==> src/rtl/rvskid_pkg.sv <==
// Shared types and constants for the rvskid_buf skid buffer.
package rvskid_pkg;

  localparam int unsigned RVSKID_DEPTH = 2;

  typedef enum logic [1:0] {
    ST_EMPTY = 2'd0,
    ST_ONE   = 2'd1,
    ST_FULL  = 2'd2
  } rvskid_state_t;

  function automatic logic [1:0] state_count(input rvskid_state_t st);
    case (st)
      ST_EMPTY: return 2'd0;
      ST_ONE:   return 2'd1;
      ST_FULL:  return 2'd2;
      default:  return 2'd0;
    endcase
  endfunction

endpackage

==> src/rtl/rvdffe_sync.sv <==
// WIDTH-bit flop with load enable and synchronous active-high reset to zero.
module rvdffe_sync #(
  parameter int unsigned WIDTH = 63
) (
  input  logic             clk,
  input  logic             rst,
  input  logic             en,
  input  logic [WIDTH-1:0] din,
  output logic [WIDTH-1:0] dout
);

  // Load on enable only; reset wins.
  always_ff @(posedge clk) begin
    if (rst)
      dout <= '0;
    else if (en)
      dout <= din;
  end

endmodule

==> src/rtl/rvskid_buf.sv <==
// Two-entry valid/ready skid buffer with fully registered outputs.
module rvskid_buf
  import rvskid_pkg::*;
#(
  parameter int unsigned WIDTH = 63
) (
  input  logic             clk,
  input  logic             rst,
  input  logic             flush,
  input  logic             in_valid,
  output logic             in_ready,
  input  logic [WIDTH-1:0] in_data,
  output logic             out_valid,
  input  logic             out_ready,
  output logic [WIDTH-1:0] out_data,
  output logic [1:0]       count
);

  rvskid_state_t    state_q, state_d;
  logic             in_ready_q, out_valid_q;
  logic [1:0]       count_q, count_d;
  logic             push, pop;
  logic             main_en, skid_en, main_from_skid;
  logic [WIDTH-1:0] main_din, skid_dout;

  assign push = in_valid & in_ready_q;
  assign pop  = out_valid_q & out_ready;

  // Next state and payload enables.
  always_comb begin
    state_d        = state_q;
    main_en        = 1'b0;
    skid_en        = 1'b0;
    main_from_skid = 1'b0;
    if (flush) begin
      state_d = ST_EMPTY;
    end else begin
      case (state_q)
        ST_EMPTY: begin
          if (push) begin
            state_d = ST_ONE;
            main_en = 1'b1;
          end
        end
        ST_ONE: begin
          if (push && !pop) begin
            state_d = ST_FULL;
            skid_en = 1'b1;
          end else if (!push && pop) begin
            state_d = ST_EMPTY;
          end else if (push && pop) begin
            main_en = 1'b1;
          end
        end
        ST_FULL: begin
          if (pop) begin
            state_d        = ST_ONE;
            main_en        = 1'b1;
            main_from_skid = 1'b1;
          end
        end
        default: state_d = ST_EMPTY;
      endcase
    end
  end

  assign count_d  = state_count(state_d);
  assign main_din = main_from_skid ? skid_dout : in_data;

  // State register with outputs decoded from the next state so each is a flop.
  always_ff @(posedge clk) begin
    if (rst) begin
      state_q     <= ST_EMPTY;
      in_ready_q  <= 1'b1;
      out_valid_q <= 1'b0;
      count_q     <= '0;
    end else begin
      state_q     <= state_d;
      in_ready_q  <= (count_d < 2'(RVSKID_DEPTH));
      out_valid_q <= (count_d != 2'd0);
      count_q     <= count_d;
    end
  end

  rvdffe_sync #(.WIDTH(WIDTH)) u_main (
    .clk  (clk),
    .rst  (rst),
    .en   (main_en),
    .din  (main_din),
    .dout (out_data)
  );

  rvdffe_sync #(.WIDTH(WIDTH)) u_skid (
    .clk  (clk),
    .rst  (rst),
    .en   (skid_en),
    .din  (in_data),
    .dout (skid_dout)
  );

  assign in_ready  = in_ready_q;
  assign out_valid = out_valid_q;
  assign count     = count_q;

`ifndef SYNTHESIS
  // Producer must hold a refused beat unchanged (flush lets it withdraw).
  a_hold: assert property (@(posedge clk) disable iff (rst)
    (in_valid && !in_ready && !flush) |=> (in_valid && $stable(in_data)));
  a_valid_known: assert property (@(posedge clk) disable iff (rst)
    !$isunknown(in_valid));
`endif

endmodule

==> config.mk <==
export PLATFORM = sky130hd
export DESIGN_NAME = rvskid_buf
export DESIGN_NICKNAME = d
export VERILOG_FILES = /design/src/rtl/rvskid_pkg.sv /design/src/rtl/rvdffe_sync.sv /design/src/rtl/rvskid_buf.sv
export SDC_FILE = /design/constraint.sdc
export NUM_CORES = 1
export LEC_CHECK = 0
export ABC_CLOCK_PERIOD_IN_PS = 1800
export BUFFER_PORTS_ARGS = -buffer_cell sky130_fd_sc_hd__buf_2
export CAP_MARGIN = 0
export CORE_MARGIN = 1
export CORE_UTILIZATION = 40
export DETAILED_ROUTE_END_ITERATION = 8
export PLACE_DENSITY_LB_ADDON = 0.25
export SYNTH_ARGS = -nofsm -noshare
export SYNTH_HDL_FRONTEND = slang
export SYNTH_SLANG_ARGS = --single-unit
==> constraint.sdc <==
create_clock -name clk -period 1.8 [get_ports clk]
set_clock_uncertainty 0.1 [all_clocks]
set_input_delay 0.09 -clock clk [delete_from_list [all_inputs] [get_ports clk]]
set_output_delay 0.09 -clock clk [all_outputs]
set_load 0.01 [all_outputs]
==> qor.txt, run 1 <==
status: completed
DP Worst Slack: 16.77 ps
Setup violations, final: 0
Max-Cap Viols: 0
Num CTS Buffers: 17
vias per std cell: 5.237
post-synth cell types: 28
Post-Route WL: 14970 microns
input/output buffers: 134
Post-Synth Adder-Cell Area: 0.6977%
syn nets: 665
Startpoint Class: flop
R2R Path Start: state_q[0]
crit path max fanout: 11
first-pass GRT wire length: 23800 microns
setup TNS: 0 ps
fmax: 566.6 MHz
CTS tree: done
post-placement cell area: 6269 sq um
Max Root-Sink Buffers: 2
Async SR Flop Fraction: 0%
Finished Cell Area: 7536 sq um
reg-to-reg slack, setup: 40 ps
Compound-Gate Fraction of Synth Area: 16.88%
WP data required: 2010 ps
Worst Slack Setup Final: 35.10 ps
core area: 13190 sq um
Final Util: 57.13%
fill count: 1213
fin. max-slew vios: 0
post-synthesis xor/xnor area fraction: 0%
critical path arrival: 1980 ps
FP Rows: 42
post-DP HPWL: 8786 microns
minimum clock period: 1765 ps
worst-skew pair later-pin latency: 420 ps
Starting Density: 40.79%
Critical Path Sink Type: flop
Die Wd: 118.0 microns
vias in the first global route: 4973
final hold vios: 0
fin crit share: 98.05%
Synth Instances: 594
Worst-Margin Slew: 393.2 ps
Critical path destination: u_main.dout[30]
mux share of post-synthesis cell area: 11.93%
gpl congestion: 0.7579
pin count of the biggest net entering global routing: 86
Setup crit start: state_q[0]
Worst-path clk slew: 50 ps
RSZ-0062 raised after global routing: true
initial antenna violation count: 0
Overflow after GRT: 0
Seq/Total Area, Yosys: 49.12%
hold_ws: 38.58 ps
Post-Syn Area: 5380 sq um
worst hold path class: input port to flop
Seq cells post-synth: 132
initial DRC count: 321
leakage: 2.898 nW
routed vias: 5059
drt wl/cell: 15.50 microns
final net count: 850
post-route insts no fill: 966
die footprint: 13920 sq um
number of synthesized flops with an enable pin: 0
top_reg_cell synth: dfxtp_1
post-placement cell count: 869
Critical R2R Capture: u_main.dout[30]
Antenna Cells: 0
layout overhead on the synthesized area: 40.07%
worst vdd ir: 0.6093 mV
post-route antenna net violation count: 0
Die H: 118.0 microns
Crit Path Class: flop to flop
YS warnings: 0
Slew headroom: 73.79%
R2R cell count: 5
Clock Sinks: 132
power after layout: 7.001 mW
number of I/O pins: 135
H-tree depth: 4
Total GRT Usage: 21.55%
Synth Area in Simple Gates: 15.26%
Avg Cell Area, Syn: 9.058 sq um
drt pass-1 iters: 5
cell area power density: 929.0 nW/um^2
Root Driver: clkbuf_16
Residual DRC: 0
combinational family with the most area after synthesis: compound AO/OA/AOI/OAI gates
ratio of cells with drive above 1 in the final layout: 25.82%
## cell type report
type                    instances  area [sq um]  share of cell area, %
repair buffers                221          1659                  22.02
inverters                       2         7.507                0.09962
clock buffers                  24         481.7                  6.392
well taps                     176         220.2                  2.922
clock inverters                 6         30.03                 0.3985
flip-flops and latches        132          2645                  35.10
multi-input cells             405          2492                  33.07
## cell families (layout without fill, tap and decap cells)
family / count (synthesis) / in the layout
buffers and inverters: 57 / 253
adders and majority gates: 3 / 3
AOI/OAI and AO/OA: 132 / 132
DFF: 132 / 132
and+or+nand+nor: 206 / 206
muxes: 64 / 64
## repair_timing
item,in CTS,in global routing
gates resized for setup,2,11
hold endpoints to repair,126,0
cloned,0,2
hold buffers,64,0
pin swaps,0,9
buffers inserted,0,1
setup endpoints to repair,2,63
## layer usage
layer	share of wire [%]	global-route usage (%)	wire, microns	vias up
met2	51	36.21	7576	128
met4	1.4	9.455	204	0
met3	4.8	6.105	717	21
met5	0	0	0	-
met1	43	25.49	6474	2443
li1	-	-	-	2467
## power breakdown
group	total [mW]	internal, mW	leakage (nW)	switching, mW
logic	0.839	0.407	1.56	0.432
registers	3.14	3.07	1.08	0.0727
clock network	3.02	1.83	0.259	1.19
## state kept, by name (all words and copies together), names as in the netlist
signal and flops:
count 2, u_skid.dout 63, u_main.dout 63, in_ready 1, state_q 2, out_valid 1
## cells in the final DEF (no fill, tap or decap), types with 2 or more instances in the layout
cell / synthesis / layout
dfxtp_1: 132 / 130
buf_12: 6 / 11
and3b_2: 0 / 2
a221oi_1: 63 / 56
clkbuf_8: 0 / 3
clkbuf_1: 42 / 4
buf_2: 5 / 133
dlygate4sd3_1: 0 / 64
nand2_1: 127 / 127
a21oi_1: 65 / 65
dfxtp_2: 0 / 2
clkbuf_16: 0 / 19
ha_1: 3 / 3
mux2i_1: 63 / 62
nor2b_1: 2 / 2
inv_1: 2 / 2
buf_4: 1 / 11
nor2_1: 67 / 66
clkinv_2: 0 / 6
a221oi_2: 0 / 7
## how the worst min path moves through the flow
stage,from,to,slack [ps],cells past startpoint
2_1_floorplan,in_data[0],u_skid.dout[0],130,2
3_3_place_gp,rst,u_skid.dout[43],210,2
3_5_place_dp,rst,u_skid.dout[43],210,2
4_1_cts,out_ready,state_q[1],3,4
5_1_grt,out_ready,state_q[1],50,4
6_report,out_ready,state_q[1],40,4
## cell usage after synthesis (all sizes together), types with 2 or more instances
cell type    n  share of area, %
inv          2              0.14
ha           3              0.70
dfxtp      132                49
a21oi       65               6.0
buf         13               3.0
nor2        67               4.7
nor2b        2              0.23
a221oi      63                10
and3b        2              0.33
nand2      127               8.9
clkbuf      42               2.9
mux2i       63                12
## critical path, cell delays in order, from the launching register on
cell	delay (ps)
dfxtp_2	330
and4b_2	310
and2b_4	290
clkbuf_16	230
mux2i_1	80
a221oi_1	310
Power figures use the tool's default switching activity.
==> run 2: changes to the inputs <==
--- a/config.mk
+++ b/config.mk
@@ -9,8 +9,9 @@
 export BUFFER_PORTS_ARGS = -buffer_cell sky130_fd_sc_hd__buf_2
 export CAP_MARGIN = 0
 export CORE_MARGIN = 1
-export CORE_UTILIZATION = 40
+export CORE_UTILIZATION = 29
 export DETAILED_ROUTE_END_ITERATION = 8
+export MAX_ROUTING_LAYER = met4
 export PLACE_DENSITY_LB_ADDON = 0.25
 export SYNTH_ARGS = -nofsm -noshare
 export SYNTH_HDL_FRONTEND = slang
==> qor.txt, run 2 (synthesized netlist as in run 1, its figures left out) <==
status: finished, violations left
violated checks: DRC
post-placement cell area: 6330 sq um (+0.98%)
Worst-Margin Slew: 526.1 ps (+132.9 ps)
Overflow after GRT: 0 (unchanged)
fin. max-slew vios: 0 (unchanged)
FP Rows: 49 (+17%)
gpl congestion: 0.7222 (-4.7%)
Finished Cell Area: 7904 sq um (+4.9%)
post-DP HPWL: 9571 microns (+8.9%)
Regs by FF count: u_main.dout (63), u_skid.dout (63)
crit path max fanout: 11 (unchanged)
number of I/O pins: 135 (unchanged)
minimum clock period: 1775 ps (+10.23 ps)
Final Util: 43.70% (-13 points)
hold path endpoint: state_q[1]
Slew headroom: 64.93% (-8.9 points)
vias per std cell: 4.943 (-5.6%)
Critical Path Sink Type: flop
commonest non-fill, non-tap cell in the layout: buf_2
leakage: 2.974 nW (+2.6%)
routed vias: 5067 (+0.16%)
cell family with most CP delay: buffers and inverters
initial DRC count: 269 (-16%)
pin count of the biggest net entering global routing: 49 (-43%)
reg-to-reg slack, setup: 60 ps (+20 ps)
drt wl/cell: 15.81 microns (+2.0%)
setup TNS: 0 ps (unchanged)
commonest cells after routing, fill and taps aside: 133 x buf_2, 130 x dfxtp_1, 127 x nand2_1
Antenna Cells: 0 (unchanged)
fmax: 563.3 MHz (-0.58%)
worst vdd ir: 0.6464 mV (+6.1%)
CTS tree: done
Critical Path, Cell by Cell: dlygate4sd3_1 -> buf_2 -> and4b_2 -> and2b_4 -> buf_12 -> clkbuf_16 -> mux2i_1 -> a221oi_1
die footprint: 19100 sq um (+37%)
Total GRT Usage: 17.40% (-4.1 points)
WP data required: 2020 ps (about the same)
Setup violations, final: 0 (unchanged)
first-pass GRT wire length: 25610 microns (+7.6%)
post-route insts no fill: 1025 (+6.1%)
critical path arrival: 1990 ps (about the same)
Post-Route WL: 16210 microns (+8.2%)
layout overhead on the synthesized area: 46.91%
Setup crit start: out_ready
Critical R2R Capture: u_main.dout[62]
worst-skew pair later-pin latency: 420 ps (about the same)
post-placement cell count: 923 (+6.2%)
Startpoint Class: input port
final hold vios: 0 (unchanged)
Starting Density: 29.75% (-11 points)
Die Wd: 138.2 microns (+17%)
Die H: 138.2 microns (+17%)
initial antenna violation count: 0 (unchanged)
max incr delay on CP: 540 ps (+210 ps)
crit path buf inv count: 4 (+3)
Max-Cap Viols: 0 (unchanged)
Crit Path Class: input port to flop
Clock Sinks: 132 (unchanged)
R2R Path Start: state_q[1]
RSZ-0062 raised after global routing: true
hold_ws: 30.17 ps (-8.415 ps)
H-tree depth: 4 (unchanged)
worst hold start: flush
CP max stage cell: dlygate4sd3_1
Max Root-Sink Buffers: 2 (unchanged)
input/output buffers: 134 (unchanged)
fin crit share: 98.62% (+0.57 points)
post-route antenna net violation count: 0 (unchanged)
Worst-path clk slew: 60 ps (about the same)
Root Driver: clkbuf_16
cell area power density: 969.3 nW/um^2 (+4.3%)
Residual DRC: 24 (+24)
Worst Hold Depth: 4 (unchanged)
core area: 18090 sq um (+37%)
worst hold path class: input port to flop
R2R cell count: 6 (+1)
vias in the first global route: 5064 (+1.8%)
Num CTS Buffers: 17 (unchanged)
ratio of cells with drive above 1 in the final layout: 29.52% (+3.7 points)
final net count: 854 (+0.47%)
drt pass-1 iters: 7 (+2)
==> run 2: power breakdown <==
part | switching (mW) | total [mW] | internal (mW)
combinational | 0.470 | 0.890 | 0.420
clock | 1.32 | 3.63 | 2.31
sequential | 0.0771 | 3.14 | 3.06
total | 1.87 | 7.66 | 5.79
==> run 2: final cells by class <==
type                       count  area [sq um]
fill                        1726         10180
sequential                   132          2645
multi-input combinational    405          2636
timing repair buffer         225          1713
clock buffer                  18         429.2
tap                          229         286.5
clock inverter                14         186.4
inverter                       2         7.507
==> run 2: timing repair <==
item                                   in CTS  in global routing
cloned                                      0                  3
buffers inserted                            0                  2
setup endpoints to repair                   7                 63
gates resized for setup                     2                 35
endpoints found under the hold margin     127                  0
hold buffers                               65                  0
pin swaps                                   1                  1
==> run 2: worst max-delay path by stage <==
stage	end	cells after the start
finish	u_main.dout[11]	8
global route	u_main.dout[35]	6
CTS	u_main.dout[4]	5
detailed placement	u_main.dout[4]	5
global placement	u_main.dout[19]	6
floorplan	u_main.dout[0]	5
==> run 2: worst register-to-register path, cell delays in order (launching register included) <==
cell	delay [ps]
dfxtp_2	360
and3b_2	260
a211oi_2	210
buf_4	140
nor2_4	40
buf_12	180
a221oi_1	370
==> run 2: routing by layer <==
metal / track usage (%) / vias to the layer above / share of wire [%]
met3: 3.810 / 15 / 5.3
met2: 28.33 / 162 / 49
li1: - / 2465 / -
met4: 7.215 / 0 / 1.1
met1: 20.82 / 2425 / 44
met5: - / - / 0
==> run 2: per-stage QoR <==
step | power (mW) | worst slack [ps]
4_1_cts | 7.682 | 0.06128
3_5_place_dp | 3.916 | -13.84
3_3_place_gp | 3.898 | 68.39
6_report | 7.662 | 24.87
5_1_grt | 7.980 | -8.306
2_1_floorplan | 3.568 | 149.0
==> run 3: changes to the inputs <==
--- a/config.mk
+++ b/config.mk
@@ -5,9 +5,11 @@
 export SDC_FILE = /design/constraint.sdc
 export NUM_CORES = 1
 export LEC_CHECK = 0
-export ABC_CLOCK_PERIOD_IN_PS = 1800
+export ABC_CLOCK_PERIOD_IN_PS = 2300
 export BUFFER_PORTS_ARGS = -buffer_cell sky130_fd_sc_hd__buf_2
 export CAP_MARGIN = 0
+export CELL_PAD_IN_SITES_DETAIL_PLACEMENT = 0
+export CELL_PAD_IN_SITES_GLOBAL_PLACEMENT = 1
 export CORE_MARGIN = 1
 export CORE_UTILIZATION = 29
 export DETAILED_ROUTE_END_ITERATION = 8
==> constraint.sdc (replaced) <==
create_clock -name clk -period 2.3 [get_ports clk]
set_clock_uncertainty 0.1 [all_clocks]
set_input_delay 0.115 -clock clk [delete_from_list [all_inputs] [get_ports clk]]
set_output_delay 0.115 -clock clk [all_outputs]
set_load 0.01 [all_outputs]
==> qor.txt, run 3 (synthesized netlist as in run 1, its figures left out) <==
number of I/O pins: 135 (unchanged)
Residual DRC: 36 (+50%)
commonest cells after routing, fill and taps aside: 133 x buf_2, 132 x dfxtp_1, 127 x nand2_1
setup TNS: 0 ps (unchanged)
post-DP HPWL: 9401 microns (-1.8%)
Clock Sinks: 132 (unchanged)
ratio of cells with drive above 1 in the final layout: 23.69% (-5.8 points)
worst hold path class: input port to flop
Final Util: 41.20% (-2.5 points)
input/output buffers: 134 (unchanged)
Max-Cap Viols: 0 (unchanged)
power after layout: 5.809 mW (-24%)
Overflow after GRT: 0 (unchanged)
Post-Route WL: 15570 microns (-3.9%)
PostCTS Resize Cnt: 0 (-2)
max incr delay on CP: 410 ps (-130 ps)
Slew headroom: 55.42% (-9.5 points)
initial antenna violation count: 0 (unchanged)
die footprint: 19100 sq um (unchanged)
post-placement cell count: 915 (-0.87%)
Total GRT Usage: 17.25% (-0.16 points)
worst-skew pair later-pin latency: 410 ps (about the same)
crit path max fanout: 18 (+7)
final hold vios: 0 (unchanged)
final net count: 839 (-1.8%)
layout overhead on the synthesized area: 38.51%
FP Rows: 49 (unchanged)
worst hold start: out_ready
post-route insts no fill: 1011 (-1.4%)
Setup violations, final: 0 (unchanged)
post-placement cell area: 6220 sq um (-1.7%)
worst vdd ir: 0.5322 mV (-18%)
R2R Path Start: state_q[0]
first-pass GRT wire length: 25280 microns (-1.3%)
Critical Path Sink Type: flop
fin crit share: 86.48%
routed vias: 4967 (-2.0%)
vias per std cell: 4.913 (-0.62%)
commonest non-fill, non-tap cell in the layout: buf_2
CP max stage cell: dfxtp_1
pin count of the biggest net entering global routing: 64 (+31%)
RSZ-0062 raised after global routing: false
post-route antenna net violation count: 0 (unchanged)
Critical Path, Cell by Cell: and4b_1 -> a211oi_1 -> nor2_4 -> buf_4 -> a221oi_1
fill count: 1779 (+3.1%)
Worst-Margin Slew: 668.7 ps (+142.7 ps)
Worst-path clk slew: 60 ps (about the same)
status: finished, violations left
CTS tree: done
critical path arrival: 2200 ps (+210 ps)
Num CTS Buffers: 17 (unchanged)
WP data required: 2520 ps (+500 ps)
postcts setup bufs: 0 (unchanged)
cell family with most CP delay: compound AO/OA/AOI/OAI gates
leakage: 2.830 nW (-4.8%)
Crit Path Class: flop to flop
Regs by FF count: u_main.dout (63), u_skid.dout (63)
H-tree depth: 4 (unchanged)
Max Root-Sink Buffers: 2 (unchanged)
gpl congestion: 0.7582 (+5.0%)
Setup crit start: state_q[0]
Root Driver: clkbuf_16
minimum clock period: 1989 ps
core area: 18090 sq um (unchanged)
Die Wd: 138.2 microns (unchanged)
fmax: 502.8 MHz
Startpoint Class: flop
Finished Cell Area: 7452 sq um (-5.7%)
drt pass-1 iters: 7 (unchanged)
crit path buf inv count: 1 (-3)
fin. max-slew vios: 0 (unchanged)
Hold Buf Count CTS: 63 (-3.1%)
Starting Density: 29.75% (unchanged)
drt wl/cell: 15.40 microns (-2.6%)
cell area power density: 779.5 nW/um^2 (-20%)
Die H: 138.2 microns (unchanged)
violated checks: DRC
vias in the first global route: 4810 (-5.0%)
initial DRC count: 243 (-9.7%)
-- run 3: power breakdown --
part | switching [mW] | internal (mW)
clock | 0.985 | 1.73
combinational | 0.330 | 0.302
sequential | 0.0587 | 2.40
total | 1.37 | 4.44
-- run 3: final cells by class --
type	count	area, sq um	share of cell area [%]
multi-input cells	405	2437	32.71
clock buffers	24	501.7	6.733
diodes	1	2.502	0.03358
inverters	2	7.507	0.1007
clock inverters	8	97.59	1.310
flip-flops and latches	132	2643	35.46
repair buffers	210	1476	19.81
well taps	229	286.5	3.845
-- run 3: final timing paths --
kind / cells past startpoint / to / slack (ps)
setup reg to reg: 5 / u_main.dout[50] / 310
hold reg to reg: 2 / u_skid.dout[51] / 350
hold / removal: 4 / state_q[1] / 30
setup / recovery: 5 / u_main.dout[50] / 310
-- run 3: tightest hold or removal path: cells and delay by family --
kind / cells / cell delay, ps
AOI/OAI and AO/OA: 1 / 100
buffers and inverters: 1 / 110
and+or+nand+nor: 2 / 160
-- run 3: routing by layer --
metal / part of all wire [%] / vias up / wire (microns) / global-route usage [%]
li1: - / 2439 / - / -
met3: 6.0 / 14 / 927 / 3.568
met4: 0.96 / 0 / 150 / 6.091
met2: 47 / 153 / 7283 / 27.39
met5: 0 / - / 0 / -
met1: 46 / 2361 / 7206 / 21.70
-- run 3: per-stage QoR --
stage	hold WS (ps)	setup WS [ps]
2_1_floorplan	151.0	649.0
3_3_place_gp	265.3	382.1
3_5_place_dp	271.5	310.7
4_1_cts	7.977	286.6
5_1_grt	63.69	91.85
6_report	31.59	311.1
